### config.mk
export PLATFORM = sky130hd
export DESIGN_NAME = trdb_trace_ctrl
export DESIGN_NICKNAME = d
export VERILOG_FILES = /design/src/rtl/trdb_trace_ctrl.sv
export SDC_FILE = /design/constraint.sdc
export NUM_CORES = 1
export LEC_CHECK = 0
export CAP_MARGIN = 20
export CORE_ASPECT_RATIO = 0.75
export CORE_MARGIN = 2
export CORE_UTILIZATION = 44
export DETAILED_ROUTE_END_ITERATION = 12
export PLACE_DENSITY = 0.75
export SLEW_MARGIN = 20
export SYNTH_ARGS = -nofsm -noshare
export SYNTH_HDL_FRONTEND = slang
export SYNTH_SLANG_ARGS = --single-unit
### constraint.sdc
create_clock -name clk_i -period 1.92 [get_ports clk_i]
set_clock_uncertainty 0.15 [all_clocks]
set_input_delay 0.384 -clock clk_i [delete_from_list [all_inputs] [get_ports clk_i]]
set_output_delay 0.384 -clock clk_i [all_outputs]
set_load 0.05 [all_outputs]
### src/rtl/trdb_trace_ctrl.sv
// trdb_trace_ctrl: trace enable/disable sequencer for the trace encoder.
// Freezes a shadow copy of the encoder configuration for the duration of a
// trace session, runs start/stop request/acknowledge handshakes with the
// packet emitter and drains the output path before returning to idle.
//
// Optional feature macro: TRDB_CTRL_TIMEOUT_EN
//   defined   -> handshake watchdog; a request left unacknowledged for TIMEOUT
//                cycles sets the sticky err_timeout_o and advances the FSM.
//   undefined -> START/STOP wait indefinitely; err_timeout_o is tied to 0.
module trdb_trace_ctrl #(
  parameter int unsigned CFG_W     = 10,
  parameter int unsigned ARM_DELAY = 4,
  parameter int unsigned TIMEOUT   = 1024
) (
  input  logic             clk_i,
  input  logic             rst_ni,
  input  logic             trace_enable_i,
  input  logic [CFG_W-1:0] cfg_i,
  output logic [CFG_W-1:0] cfg_o,
  output logic             cfg_pending_o,
  output logic             start_req_o,
  input  logic             start_ack_i,
  output logic             stop_req_o,
  input  logic             stop_ack_i,
  input  logic             fifo_empty_i,
  output logic             trace_activated_o,
  output logic             busy_o,
  input  logic             err_clear_i,
  output logic             err_timeout_o
);

  // One shared down-counter serves both the arm delay and the watchdog.
  localparam int unsigned CNT_MAX = (ARM_DELAY > TIMEOUT) ? ARM_DELAY : TIMEOUT;
  localparam int unsigned CNT_W   = $clog2(CNT_MAX + 1);
  localparam logic [CNT_W-1:0] ARM_LOAD = CNT_W'(ARM_DELAY - 1);

  typedef enum logic [2:0] {
    S_IDLE,
    S_ARM,
    S_START,
    S_ACTIVE,
    S_STOP,
    S_DRAIN
  } state_e;

  state_e           state_q, state_d;
  logic [CNT_W-1:0] cnt_q, cnt_d;
  logic [CNT_W-1:0] cnt_dec;
  logic [CFG_W-1:0] cfg_q, cfg_d;
  logic             pending_q, pending_d;

  // Saturating decrement: the counter parks at zero instead of wrapping.
  assign cnt_dec = (cnt_q == '0) ? '0 : cnt_q - CNT_W'(1);

`ifdef TRDB_CTRL_TIMEOUT_EN
  localparam logic [CNT_W-1:0] TO_LOAD = CNT_W'(TIMEOUT - 1);

  logic err_q, err_d;
  logic err_set;
`else
  // The clear input has no function without the watchdog.
  logic unused_err_clear;
  assign unused_err_clear = err_clear_i;
`endif

  // Next-state, counter and shadow-configuration logic.
  always_comb begin
    // NOTE: every signal gets its hold value first, so no path through the
    // case statement can leave one unassigned and infer a latch.
    state_d = state_q;
    cnt_d   = cnt_q;
    cfg_d   = cfg_q;
`ifdef TRDB_CTRL_TIMEOUT_EN
    err_set = 1'b0;
`endif

    case (state_q)
      S_IDLE: begin
        cfg_d = cfg_i;
        if (trace_enable_i) begin
          state_d = S_ARM;
          cnt_d   = ARM_LOAD;
        end
      end
      S_ARM: begin
        if (!trace_enable_i) begin
          state_d = S_IDLE;
        end else if (cnt_q == '0) begin
          state_d = S_START;
        end else begin
          cnt_d = cnt_dec;
        end
      end
      S_START: begin
        if (start_ack_i) begin
          state_d = trace_enable_i ? S_ACTIVE : S_STOP;
`ifdef TRDB_CTRL_TIMEOUT_EN
        end else if (cnt_q == '0) begin
          err_set = 1'b1;
          state_d = trace_enable_i ? S_ACTIVE : S_STOP;
        end else begin
          cnt_d = cnt_dec;
`endif
        end
      end
      S_ACTIVE: begin
        if (!trace_enable_i) begin
          state_d = S_STOP;
        end
      end
      S_STOP: begin
        if (stop_ack_i) begin
          state_d = S_DRAIN;
`ifdef TRDB_CTRL_TIMEOUT_EN
        end else if (cnt_q == '0) begin
          err_set = 1'b1;
          state_d = S_DRAIN;
        end else begin
          cnt_d = cnt_dec;
`endif
        end
      end
      S_DRAIN: begin
        if (fifo_empty_i) begin
          state_d = S_IDLE;
        end
      end
      default: begin
        state_d = S_IDLE;
      end
    endcase

`ifdef TRDB_CTRL_TIMEOUT_EN
    // Arm the watchdog on every entry into a request state, whichever
    // transition led there (START can fall straight through to STOP).
    if ((state_d == S_START && state_q != S_START) ||
        (state_d == S_STOP  && state_q != S_STOP)) begin
      cnt_d = TO_LOAD;
    end
    // A set in the same cycle as a clear wins.
    err_d = err_set ? 1'b1 : (err_clear_i ? 1'b0 : err_q);
`endif
  end

  // Pending flag is registered so no output depends combinationally on an
  // input; it reflects cfg_i as sampled at the most recent clock edge.
  assign pending_d = (state_d != S_IDLE) && (cfg_i != cfg_d);

  // State, counter, shadow configuration and pending flag registers.
  always_ff @(posedge clk_i or negedge rst_ni) begin
    // NOTE: sequential state uses non-blocking assignments so every register
    // samples the pre-edge values, independent of statement order.
    if (!rst_ni) begin
      state_q   <= S_IDLE;
      cnt_q     <= '0;
      cfg_q     <= '0;
      pending_q <= 1'b0;
    end else begin
      state_q   <= state_d;
      cnt_q     <= cnt_d;
      cfg_q     <= cfg_d;
      pending_q <= pending_d;
    end
  end

`ifdef TRDB_CTRL_TIMEOUT_EN
  // Sticky watchdog error flag.
  always_ff @(posedge clk_i or negedge rst_ni) begin
    if (!rst_ni) begin
      err_q <= 1'b0;
    end else begin
      err_q <= err_d;
    end
  end

  assign err_timeout_o = err_q;
`else
  assign err_timeout_o = 1'b0;
`endif

  // Moore decodes of the state register.
  assign start_req_o       = (state_q == S_START);
  assign stop_req_o        = (state_q == S_STOP);
  assign trace_activated_o = (state_q == S_ACTIVE);
  assign busy_o            = (state_q != S_IDLE);
  assign cfg_o             = cfg_q;
  assign cfg_pending_o     = pending_q;

endmodule

Yosys cells after proc, flatten, opt, wreduce, memory -nomap -nowiden
Cells that the tools add are included.
- equality and inequality tests: 9
- reductions and logical operators: 7
- add/subtract/negate cells: 1
- muxes and demuxes: 14
- operators by type and width (cell ; number):
    2-to-1 mux 11 bit ; 3
    2-to-1 mux 3 bit ; 8
    case mux 11 bit (2 select lines) ; 1
    case mux 3 bit (6 select lines) ; 1
    zero test 11 bit ; 1
    subtractor 11 x 1 -> 11 bit, second input constant ; 1
    2-to-1 mux 10 bit ; 1
    inequality test 10 bit ; 1
    == test 3 x 2 -> 1 bit, second input constant ; 2
    == test 3 bit, second input constant ; 2
    inequality test 2 bit, second input constant ; 3
    nonzero test 3 bit ; 2
    AND reduction 4 bit ; 1
    == test 3 x 1 -> 1 bit, second input constant ; 1
    zero test 3 bit ; 1
    nonzero test 2 bit ; 1
    logical AND 1 bit ; 1
- bits in registers: 25
- word-level logic and storage cells: 35
- bits of input ports: 17
- output and inout bits: 16

Longest topological paths before layout
Gate-level depths: netlist of the first run.
- depth in word-level cells: 6
- mapped depth: 6
- gate-level depth less buffers: 6

Worst setup path after synthesis of the first run
OpenSTA, ideal clock, no wires.
- kind: register to output
- start: register state_q[1]
- end: output port stop_req_o
- required time: 1.386 ns
- arrival time: 1.424 ns
- stages on the path, launching flop included: 4
- path buffers: 1
- setup slack: -0.038 ns
- cells stage by stage: dfrtp_1 buf_6 or2b_2 nor2_1
- word-level cells in the longest chain between the ends: 1
- ends and longest elaborated chain (item ; line ; RTL):
    start, declared ; 46 ; state_e state_q, state_d;
    start signal, assigned ; 159 ; state_q <= state_d;
    == test 3 bit ; 183 ; assign stop_req_o = (state_q == S_STOP);
    end, declared ; 23 ; output logic stop_req_o,
No other way between the ends.

Final worst setup path of the first run
Same ends and word-level chain as after synthesis.

==> results.py, run 1 <==
metrics = {
    "placed_design": {
        "postPlaceCellArea_mm2": 0.00179,
        "dp_hpwl_mm": 2.48,
        "gp_congestion": 0.788,
        "port_buffers": 30,
    },
    "status": {
        "status": "finished, final reports clean",
    },
    "floorplanning": {
        "io_pins": 33,
        "die_h_um": 52.8,
        "rows": 17,
        "initial_utilization": 0.468,
        "core_mm2": 0.00298,
        "die-area_mm2": 0.00364,
        "die-width_um": 69.0,
    },
    "synth": {
        "synthTopCellsByCount": "dfrtp_1 (25), mux2_2 (10), nand2_1 (9), a21oi_1 (8), xnor2_1 (8)",
        "synthAdderAreaFrac": 0.00897,
        "avgSynthCellArea_um2": 10.3,
        "synthTopCellsByArea": "dfrtp_1 (45%), mux2_2 (8.1%), xnor2_1 (5.0%)",
        "synthArstFlopShare": 1.00,
        "syn_area_mm2": 0.00140,
        "ys_seq_elements": 25,
        "yosysWarnings": 0,
        "synth_xor_xnor_area_share": 0.0628,
        "ys_seq_area_frac": 0.448,
        "syn_nets": 153,
        "yosysTopAreaCellShare": 0.448,
        "synth_edf_count": 0,
        "synth_ff_type": "dfrtp_1",
        "synth_top_area_cell": "dfrtp_1",
        "synthSimpleGateAreaFrac": 0.248,
        "syn_inst": 135,
        "synth.mux.area_fraction": 0.0951,
        "synth_cell_types": 45,
        "synth_top_family_by_area": "simple AND/OR/NAND/NOR gates",
        "synth_most_common_cell": "dfrtp_1",
        "synth_compound_area_frac": 0.0951,
    },
    "clock_network": {
        "clk_pin_slew_ns": 0.09,
        "cts_buffer_depth": 2,
        "cts.htree.levels": 1,
        "cts-root-buf": "clkbuf_8",
        "cts_tree": "done",
        "clk_latency_ns": 0.27,
        "cts_buffers": 3,
        "clkSinkCount": 25,
        "postCtsHoldBufs": 0,
    },
    "final_layout": {
        "fillerInstances": 235,
        "area_growth_pct": 37.3,
        "final_nets": 197,
        "multi_input_area_um2": 757,
        "final_util": 0.643,
        "drive_above_1_share": 0.337,
        "seqCellArea_um2": 628,
        "fin_area_mm2": 0.00192,
        "diodes": 0,
    },
    "drt": {
        "detail_route.first_pass.iterations": 6,
        "vias_per_cell": 5.52,
        "via_count": 1192,
        "drt_iter0_drc": 55,
        "post_drt_wl_per_cell_um": 15.4,
        "ant_nets": 0,
        "drc": 0,
        "drt-total-wl_mm": 3.32,
    },
    "timing": {
        "hold_violations": 0,
        "fin_setup_tns_ns": 0,
        "min_period_ns": 1.89,
        "final_max_slew_viol_count": 0,
        "fmax_ghz": 0.530,
        "fin_crit_sh": 0.983,
        "rsz0062_at_grt": "yes",
        "hold_ws_ns": 0.326,
        "setup_viol": 0,
    },
    "critical_path": {
        "path_cells": "or2b_2 -> nor2_2 -> buf_12",
        "crit_slowest_cell": "dfrtp_2",
        "arrival_ns": 1.35,
        "slowest_delay_ns": 0.46,
        "worst-path-max-fanout": 6,
        "cp.required_ns": 1.39,
        "endpoint_kind": "output port",
        "startpoint_type": "register",
        "path_class": "reg2out",
    },
    "run": {
        "cap_violations": 0,
    },
    "global_route": {
        "groute.usage.overall": 0.193,
        "grt_pass1_wl_mm": 5.39,
        "grt_overflow_total": 0,
        "grt_pass1_vias": 1184,
        "antenna_found_initial": 0,
        "grt_max_degree": 26,
    },
    "power_and_ir_drop": {
        "total_power_mw": 3.04,
        "ir_drop_v": 0.000971,
        "powerDensity_mw_per_mm2": 1580,
        "p_leak_nw": 0.819,
    },
    "worst_hold_path": {
        "min_path_type": "in2async",
    },
}
-- metrics by stage --
step                      worst slack (ns)  instances
after floorplan                     0.0166        135
after global placement              -0.148        209
after detailed placement            -0.180        209
after CTS                         0.000512        213
after global routing               -0.0114        216
final                               0.0335        216
-- cell type report --
cell class                      count  share of cell area
Inverter                            5             0.00980
Tap cell                           38              0.0248
Sequential cell                    25               0.328
Timing Repair Buffer               44               0.218
Multi-Input combinational cell    100               0.395
Clock inverter                      1             0.00261
Clock buffer                        3              0.0216
-- cell families (layout without fill, tap and decap cells) --
| family | count (synthesis) | count (layout) |
|---|---|---|
| buf+inv | 10 | 53 |
| other cells | 1 | 1 |
| simple gates | 55 | 55 |
| xor+xnor | 10 | 10 |
| fa+ha+maj | 1 | 1 |
| flops | 25 | 25 |
| compound gates | 21 | 21 |
| mux | 12 | 12 |
-- sequential cells by signal (all words and copies together), names as in the netlist --
name / count
state_q: 3
cnt_q: 11
cfg_pending_o: 1
cfg_o: 10
-- per-layer routing --
layer | track usage | vias up | wire [um]
met3 | 0.0558 | 4 | 127
met4 | 0.0588 | 0 | 31
met1 | 0.240 | 590 | 1510
met2 | 0.330 | 23 | 1650
met5 | 0 | - | 0
li1 | - | 575 | -
-- cells in the final DEF (no fill, tap or decap), drive strengths merged, types with 4 or more instances in the layout --
master	count
o21ai	4
inv	5
dfrtp	25
mux2	10
clkdlybuf4s50	15
nand4	6
nand2	9
xnor2	8
a21oi	8
nor3	6
buf	29
nor2	6
-- where the power goes --
| part | switching, mW | total [mW] | internal (mW) |
|---|---|---|---|
| registers | 0.210 | 0.942 | 0.732 |
| clock network | 0.161 | 0.306 | 0.145 |
| logic | 1.04 | 1.79 | 0.748 |
-- timing repair --
action	in CTS	in global routing
pin swaps	0	5
endpoints found under the hold margin	0	0
buffers inserted	0	3
gates resized for setup	5	7
setup endpoints to repair	5	15
-- worst max-delay path, delay by kind of cell, from the launching register on --
kind | cells | cell delay, ns
and+or+nand+nor | 2 | 0.47
buffers and inverters | 1 | 0.15
DFF | 1 | 0.46
-- worst paths after layout --
check                            from         end  slack [ns]  depth (start not counted)
min in group clk_i           cfg_o[4]    cfg_o[4]        0.41                          1
max reg2reg                state_q[1]    cnt_q[7]        0.09                          5
max in group asynchronous      rst_ni  state_q[1]        1.03                          2
min reg2reg                  cfg_o[4]    cfg_o[4]        0.41                          1
max                        state_q[1]  stop_req_o        0.03                          3
min                            rst_ni    cnt_q[8]        0.33                          2
Note: power is estimated with default switching activity, not from simulation.
==> run 2: changes to the inputs <==
Settings changed: SLEW_MARGIN 20 to default.
==> results of run 2 <==
Same layout as run 1: the final DEF is identical, and so are final timing and power.
